==> config.mk <==
export PLATFORM = sky130hd
export DESIGN_NAME = regfile_multiport
export DESIGN_NICKNAME = d
export VERILOG_FILES = /design/src/rtl/regfile_multiport.sv
export SDC_FILE = /design/constraint.sdc
export NUM_CORES = 2
export LEC_CHECK = 0
export CAP_MARGIN = 10
export CELL_PAD_IN_SITES_DETAIL_PLACEMENT = 1
export CELL_PAD_IN_SITES_GLOBAL_PLACEMENT = 1
export CORE_MARGIN = 2
export CORE_UTILIZATION = 55
export CTS_BUF_LIST = sky130_fd_sc_hd__clkbuf_4 sky130_fd_sc_hd__clkbuf_8 sky130_fd_sc_hd__clkbuf_16
export CTS_CLUSTER_DIAMETER = 150
export DETAILED_ROUTE_END_ITERATION = 10
export PLACE_DENSITY = 0.87
export RECOVER_POWER = 50
export SLEW_MARGIN = 15
export SYNTH_ARGS = -nofsm -noshare
export SYNTH_HDL_FRONTEND = slang
export SYNTH_SLANG_ARGS = --single-unit
==> constraint.sdc <==
create_clock -name Clk -period 4.8 [get_ports Clk]
set_clock_uncertainty 0.15 [all_clocks]
set_input_delay 0.96 -clock Clk [delete_from_list [all_inputs] [get_ports Clk]]
set_output_delay 0.96 -clock Clk [all_outputs]
set_load 0.01 [all_outputs]
==> src/rtl/regfile_multiport.sv <==
// regfile_multiport: dual-read register file with primary/aux write ports and a pending scoreboard
module regfile_multiport #(
  parameter int WIDTH    = 32,
  parameter int ADDR_W   = 5,
  parameter int ZERO_REG = 1,
  parameter int BYPASS   = 1,
  localparam int DEPTH   = 2 ** ADDR_W
) (
  input  logic              Clk,
  input  logic              Reset_n,
  input  logic [ADDR_W-1:0] ReadRegister1,
  input  logic [ADDR_W-1:0] ReadRegister2,
  output logic [WIDTH-1:0]  ReadData1,
  output logic [WIDTH-1:0]  ReadData2,
  input  logic              RegWrite,
  input  logic [ADDR_W-1:0] WriteRegister,
  input  logic [WIDTH-1:0]  WriteData,
  input  logic              AuxWrite,
  input  logic [ADDR_W-1:0] AuxRegister,
  input  logic [WIDTH-1:0]  AuxData,
  input  logic              Reserve,
  input  logic [ADDR_W-1:0] ReserveRegister,
  output logic              Busy1,
  output logic              Busy2,
  output logic [DEPTH-1:0]  Pending
);
  logic [WIDTH-1:0] regs [DEPTH];
  logic [DEPTH-1:0] pend;
  logic             wr_ok, aux_ok, res_ok;
  logic             zero1, zero2, aux1, aux2, pri1, pri2, res1, res2;
  // Address 0 swallows writes and reservations when it is hardwired to zero
  always_comb begin
    wr_ok  = RegWrite && !(ZERO_REG != 0 && WriteRegister == '0);
    aux_ok = AuxWrite && !(ZERO_REG != 0 && AuxRegister == '0);
    res_ok = Reserve && !(ZERO_REG != 0 && ReserveRegister == '0);
  end
  // Register array: aux write is issued last so it overrides a same-address primary write
  always_ff @(posedge Clk or negedge Reset_n)
    if (!Reset_n) begin
      for (int i = 0; i < DEPTH; i++) regs[i] <= '0;
    end else begin
      if (wr_ok) regs[WriteRegister] <= WriteData;
      if (aux_ok) regs[AuxRegister] <= AuxData;
    end
  // Scoreboard: aux write retires a reservation, a same-cycle new reservation wins
  always_ff @(posedge Clk or negedge Reset_n)
    if (!Reset_n) begin
      pend <= '0;
    end else begin
      if (aux_ok) pend[AuxRegister] <= 1'b0;
      if (res_ok) pend[ReserveRegister] <= 1'b1;
    end
  assign Pending = pend;
  // Per-port address match decode for zero register, bypass sources and same-cycle reserve
  always_comb begin
    zero1 = ZERO_REG != 0 && ReadRegister1 == '0;
    zero2 = ZERO_REG != 0 && ReadRegister2 == '0;
    aux1  = BYPASS != 0 && AuxWrite && AuxRegister == ReadRegister1;
    aux2  = BYPASS != 0 && AuxWrite && AuxRegister == ReadRegister2;
    pri1  = BYPASS != 0 && RegWrite && WriteRegister == ReadRegister1;
    pri2  = BYPASS != 0 && RegWrite && WriteRegister == ReadRegister2;
    res1  = Reserve && ReserveRegister == ReadRegister1;
    res2  = Reserve && ReserveRegister == ReadRegister2;
  end
  // Read mux: reset forces zero, aux bypass beats primary bypass beats stored value
  always_comb begin
    ReadData1 = (!Reset_n || zero1) ? '0 : aux1 ? AuxData : pri1 ? WriteData : regs[ReadRegister1];
    ReadData2 = (!Reset_n || zero2) ? '0 : aux2 ? AuxData : pri2 ? WriteData : regs[ReadRegister2];
  end
  // Busy hides a reservation being retired by this cycle's aux write unless it is re-reserved
  always_comb begin
    Busy1 = pend[ReadRegister1] && !(aux1 && !res1);
    Busy2 = pend[ReadRegister2] && !(aux2 && !res2);
  end
endmodule

==> impl_results.md, run 1 <==
- Num rows: 127
- Die width: 352 um
- Gpl congestion: 1.00
- Total gr overflow: 422
- Largest net degree at the start of global routing: 161
- Error: [ERROR GRT-0232] Routing congestion too high. Check the congestion heatmap in the GUI.
- Most frequent cell after synthesis: dfrtp_1
- IO Port Bufs: 191
- Share of the synthesized area in the top cell type: 39.6%
- Hold-fix buffers at CTS: 0
- CTS buffer count: 117
- Clock buffer depth: 3
- Distinct cells, synth: 63
- Post-synth top cells: dfrtp_1, mux2i_1, a21oi_1, nor2_1, clkbuf_1
- Hpwl dp: 204000 um
- Number of synthesis warnings: 0
- Grt repair worst endpoint: ReadData1[5]
- Root buffer cell: clkbuf_16
- Pre-CTS setup slack: -0.419 ns
- Net Count, Synth: 6438
- I/O pin cnt: 192
- Initial core utilization: 55.6%
- Dominant cells by area after synthesis: dfrtp_1, mux4_2, mux2i_1
- Mapped cell area: 66800 um2
- Worst_ep kind: top-level output
- Post-synth EDFFs: 0
- Yosys top cell by area: dfrtp_1
- Vert. Die Dim: 352 um
- Clock Sinks: 1056
- Tot GR Track Use: 87.0%
- Sequential fraction of the synthesis area: 39.6%
- #FFs+latches synth: 1056
- Commonest register cell after synthesis: dfrtp_1
- Mean Syn Cell Area: 10.5 um2
- Post-Synthesis Cells: 6344
- H-Tree Depth: 3
- Ys async rst share: 100%
- Stopped at: global routing (5_1_grt)
- Status: stopped before the end
repair_timing:
item,4_1_cts
endpoints found under the hold margin,0
buffers inserted,10
gates cloned,3
setup endpoints to repair,65
resized for setup,113
pin swaps,15
per-stage QoR:
stage | cells | cell area [um2]
3_3_place_gp | 7732 | 72400
3_5_place_dp | 7734 | 72400
4_1_cts | 7965 | 77100
2_1_floorplan | 6344 | 66800
cell families after synthesis:
| logic type | count (synthesis) | share of synthesized area, % |
|---|---|---|
| simple gates | 1265 | 7.71 |
| mux | 1572 | 32.9 |
| compound gates | 1540 | 13.8 |
| buf+inv | 881 | 5.57 |
| flops | 1056 | 39.6 |
| xor+xnor | 30 | 0.394 |
layer usage:
| metal | GRT overflow | track usage (%) |
|---|---|---|
| met1 | 46 | 84.6 |
| met2 | 158 | 94.7 |
| met3 | 52 | 84.0 |
| met4 | 155 | 84.4 |
| met5 | 11 | 72.6 |
==> run 2, diff against run 1 <==
- CELL_PAD_IN_SITES_DETAIL_PLACEMENT: 1 -> default
- CELL_PAD_IN_SITES_GLOBAL_PLACEMENT: 1 -> default
- CORE_UTILIZATION: 55 -> 40
- CTS_BUF_LIST: sky130_fd_sc_hd__clkbuf_4 sky130_fd_sc_hd__clkbuf_8 sky130_fd_sc_hd__clkbuf_16 -> default
- CTS_CLUSTER_DIAMETER: 150 -> default
- PLACE_DENSITY: 0.87 -> default
- PLACE_DENSITY_LB_ADDON: default -> 0.15
==> impl_results.md, run 2 <==
- Status: finished with violations
- Failing checks: negative setup slack
- Post-synth EDFFs: 0 (unchanged)
- Crit path max fanout: 8
- Power per cell area: 410 nW/um2
- Worst IR Drop VDD: 0.000367 V
- CP Data Arrival Time: 3.70 ns
- H-Tree Depth: 4 (+1)
- Antenna-violating nets left: 0
- Routed vias: 57100
- Drt wl/cell: 35.9 um
- Post-Synthesis Cells: 6344 (unchanged)
- First-pass GRT wire length: 432000 um
- Critical path startpoint category: input port
- Final Hold Viols: 0
- Worst slew pin tran: 1.23 ns
- CTS buffer count: 132 (+13%)
- Num rows: 149 (+17%)
- Commonest register cell after synthesis: dfrtp_1
- Largest net degree at the start of global routing: 145
- Net Count, Synth: 6438 (unchanged)
- Mean Syn Cell Area: 10.5 um2 (unchanged)
- Clock buffer depth: 3 (unchanged)
- Switching Fraction: 32.1%
- Area grow syn2layout: 17.3%
- Clock power share: 31.7%
- IO Port Bufs: 191 (unchanged)
- Die ar.: 170000 um2
- WHS: 0.210 ns
- Worst path top cell family by delay: buffers and inverters
- Vias in the first global route: 54100
- Post-synth top cells: dfrtp_1, mux2i_1, a21oi_1, nor2_1, clkbuf_1
- Nets@finish: 6425
- Most common cell after layout, fill and taps aside: dfrtp_1
- Most frequent cell after synthesis: dfrtp_1
- Critical path's slowest cell: clkdlybuf4s50_1
- Clock Sinks: 1056 (unchanged)
- Number of synthesis warnings: 0 (unchanged)
- Max reg flops: 1024
- Core area: 165000 um2
- Leakage: 0.0338 uW
- Initial DRC count: 8572
- Distinct cells, synth: 63 (unchanged)
- Max-Cap Viols: 0
- Clk_lat worst skew: 0.78 ns
- Worst Hold Class: input port to async pin
- #FFs+latches synth: 1056 (unchanged)
- Root buffer cell: clkbuf_16
- DRC: 0
- Initial antenna violation count: 20
- Final core occ: 47.4%
- Ys async rst share: 100% (unchanged)
- CTS tree: yes
- NetSw: 10300 uW
- Internal: 21800 uW
- Combinational power share: 27.2%
- Fin crit period: 4.81 ns
- Die width: 413 um (+17%)
- Total gr overflow: 0
- CP startpoint: ReadRegister2[3]
- Total Wirelength: 310000 um
- Period Utilization, post-route: 100%
- Reg2Reg Launch Point: Pending[16]$_DFF_PN0_
- Dominant cells by area after synthesis: dfrtp_1, mux4_2, mux2i_1
- I/O pin cnt: 192 (unchanged)
- Yosys top cell by area: dfrtp_1
- Register share of total power: 41.1%
- Most flops, register: regs
- Hpwl dp: 197000 um (-3.2%)
- Vias per std cell: 6.61
- Vert. Die Dim: 413 um (+17%)
- Share of the synthesized area in the top cell type: 39.6% (unchanged)
- CP required: 3.69 ns
- Worst slew margin: 17.8%
- Kind of end point of the critical path: output port
- Initial core utilization: 40.4% (-15 points)
- CP bufs+invs: 5
- Mapped cell area: 66800 um2 (unchanged)
- Setup slack after layout: -0.00539 ns
- DRT Pass-1 Iters: 8
- Tot GR Track Use: 35.9%
- Clock transition at path regs: 0.06 ns
- CP Cell Sequence: clkdlybuf4s50_1 -> buf_12 -> buf_4 -> or3b_1 -> o221a_2 -> o211ai_1 -> o211ai_1 -> a211oi_1 -> buf_4 -> clkdlybuf4s50_1
- Post-route design area: 78300 um2
- WS Path Type: input port to output port
- Slew Limit Fails: 0
- Final setup violation count: 1
- Share of cells above drive strength 1: 21.3%
- Most frequent cells in the layout: dfrtp_1, mux2i_1, a21oi_1
- Gpl congestion: 0.991 (-1.2%)
- RSZ-0062 raised after global routing: yes
- Sequential fraction of the synthesis area: 39.6% (unchanged)
- FMAX: 208 MHz
- Worst stage delay on the critical path: 0.55 ns
- Placed standard-cell area: 73600 um2 (+1.6%)
[run 2: power by group through the flow]
stage / clock network (uW) / logic (uW) / registers (uW)
after floorplan: 0 / 5890 / 12500
after CTS: 10300 / 8580 / 13100
after detailed placement: 0 / 8590 / 13200
after global routing: 10600 / 9340 / 13400
final: 10200 / 8740 / 13200
after global placement: 0 / 8430 / 13100
[run 2: what timing repair did]
action	in CTS	in global routing
hold endpoints to repair	3	0
cloned	1	4
hold buffers	1	0
setup endpoints to repair	65	18
gates resized for setup	68	18
setup buffers	12	7
pin swaps	21	7
[run 2: logic make-up after synthesis]
kind of cell,count (synthesis),share of synthesized area (%)
AOI/OAI and AO/OA,1540,13.8
xor gates and xnor gates,30,0.394
buffers and inverters,881,5.57
DFF,1056,39.6
muxes,1572,32.9
and+or+nand+nor,1265,7.71
[run 2: area by class of cell]
cell class,instances,area (um2)
clock buffer,202,3910
clock inverter,36,412
multi-input combinational,4407,37200
sequential,1056,26400
inverter,10,37.5
antenna,8,20.0
fill,15100,87100
timing repair buffer,724,7540
tap,2189,2740
[run 2: layer usage]
| layer | routed length (um) | track usage (%) | share of wire, % | up-vias |
|---|---|---|---|---|
| met5 | 292 | 0.622 | 0.094 | - |
| met1 | 122000 | 48.1 | 39 | 28900 |
| li1 | - | - | - | 23500 |
| met3 | 38800 | 12.3 | 13 | 866 |
| met2 | 130000 | 50.9 | 42 | 3826 |
| met4 | 19000 | 19.0 | 6.1 | 24 |
[run 2: worst paths after layout]
kind	to	slack [ns]	depth (start not counted)
worst max register to register	Pending[16]$_DFF_PN0_	3.48	1
max in group asynchronous	regs[510]$_DFF_PN0_	1.74	4
worst max-delay path	ReadData2[0]	-0.005	10
worst min-delay path	regs[507]$_DFF_PN0_	0.21	2
worst min register to register	regs[992]$_DFF_PN0_	0.25	0
min in group Clk	regs[992]$_DFF_PN0_	0.25	0
[run 2: stage by stage]
step | worst slack (ns) | power (uW) | instances | setup TNS, ns
2_1_floorplan | 0.885 | 18400 | 6344 | 0
3_3_place_gp | -0.584 | 21500 | 8361 | -21.54
3_5_place_dp | -0.607 | 21800 | 8361 | -21.91
4_1_cts | -0.0318 | 32000 | 8613 | -0.0318
5_1_grt | -0.0289 | 33400 | 8626 | -0.0289
6_report | -0.00539 | 32100 | 8632 | -0.00539
Power figures use the tool's default switching activity.
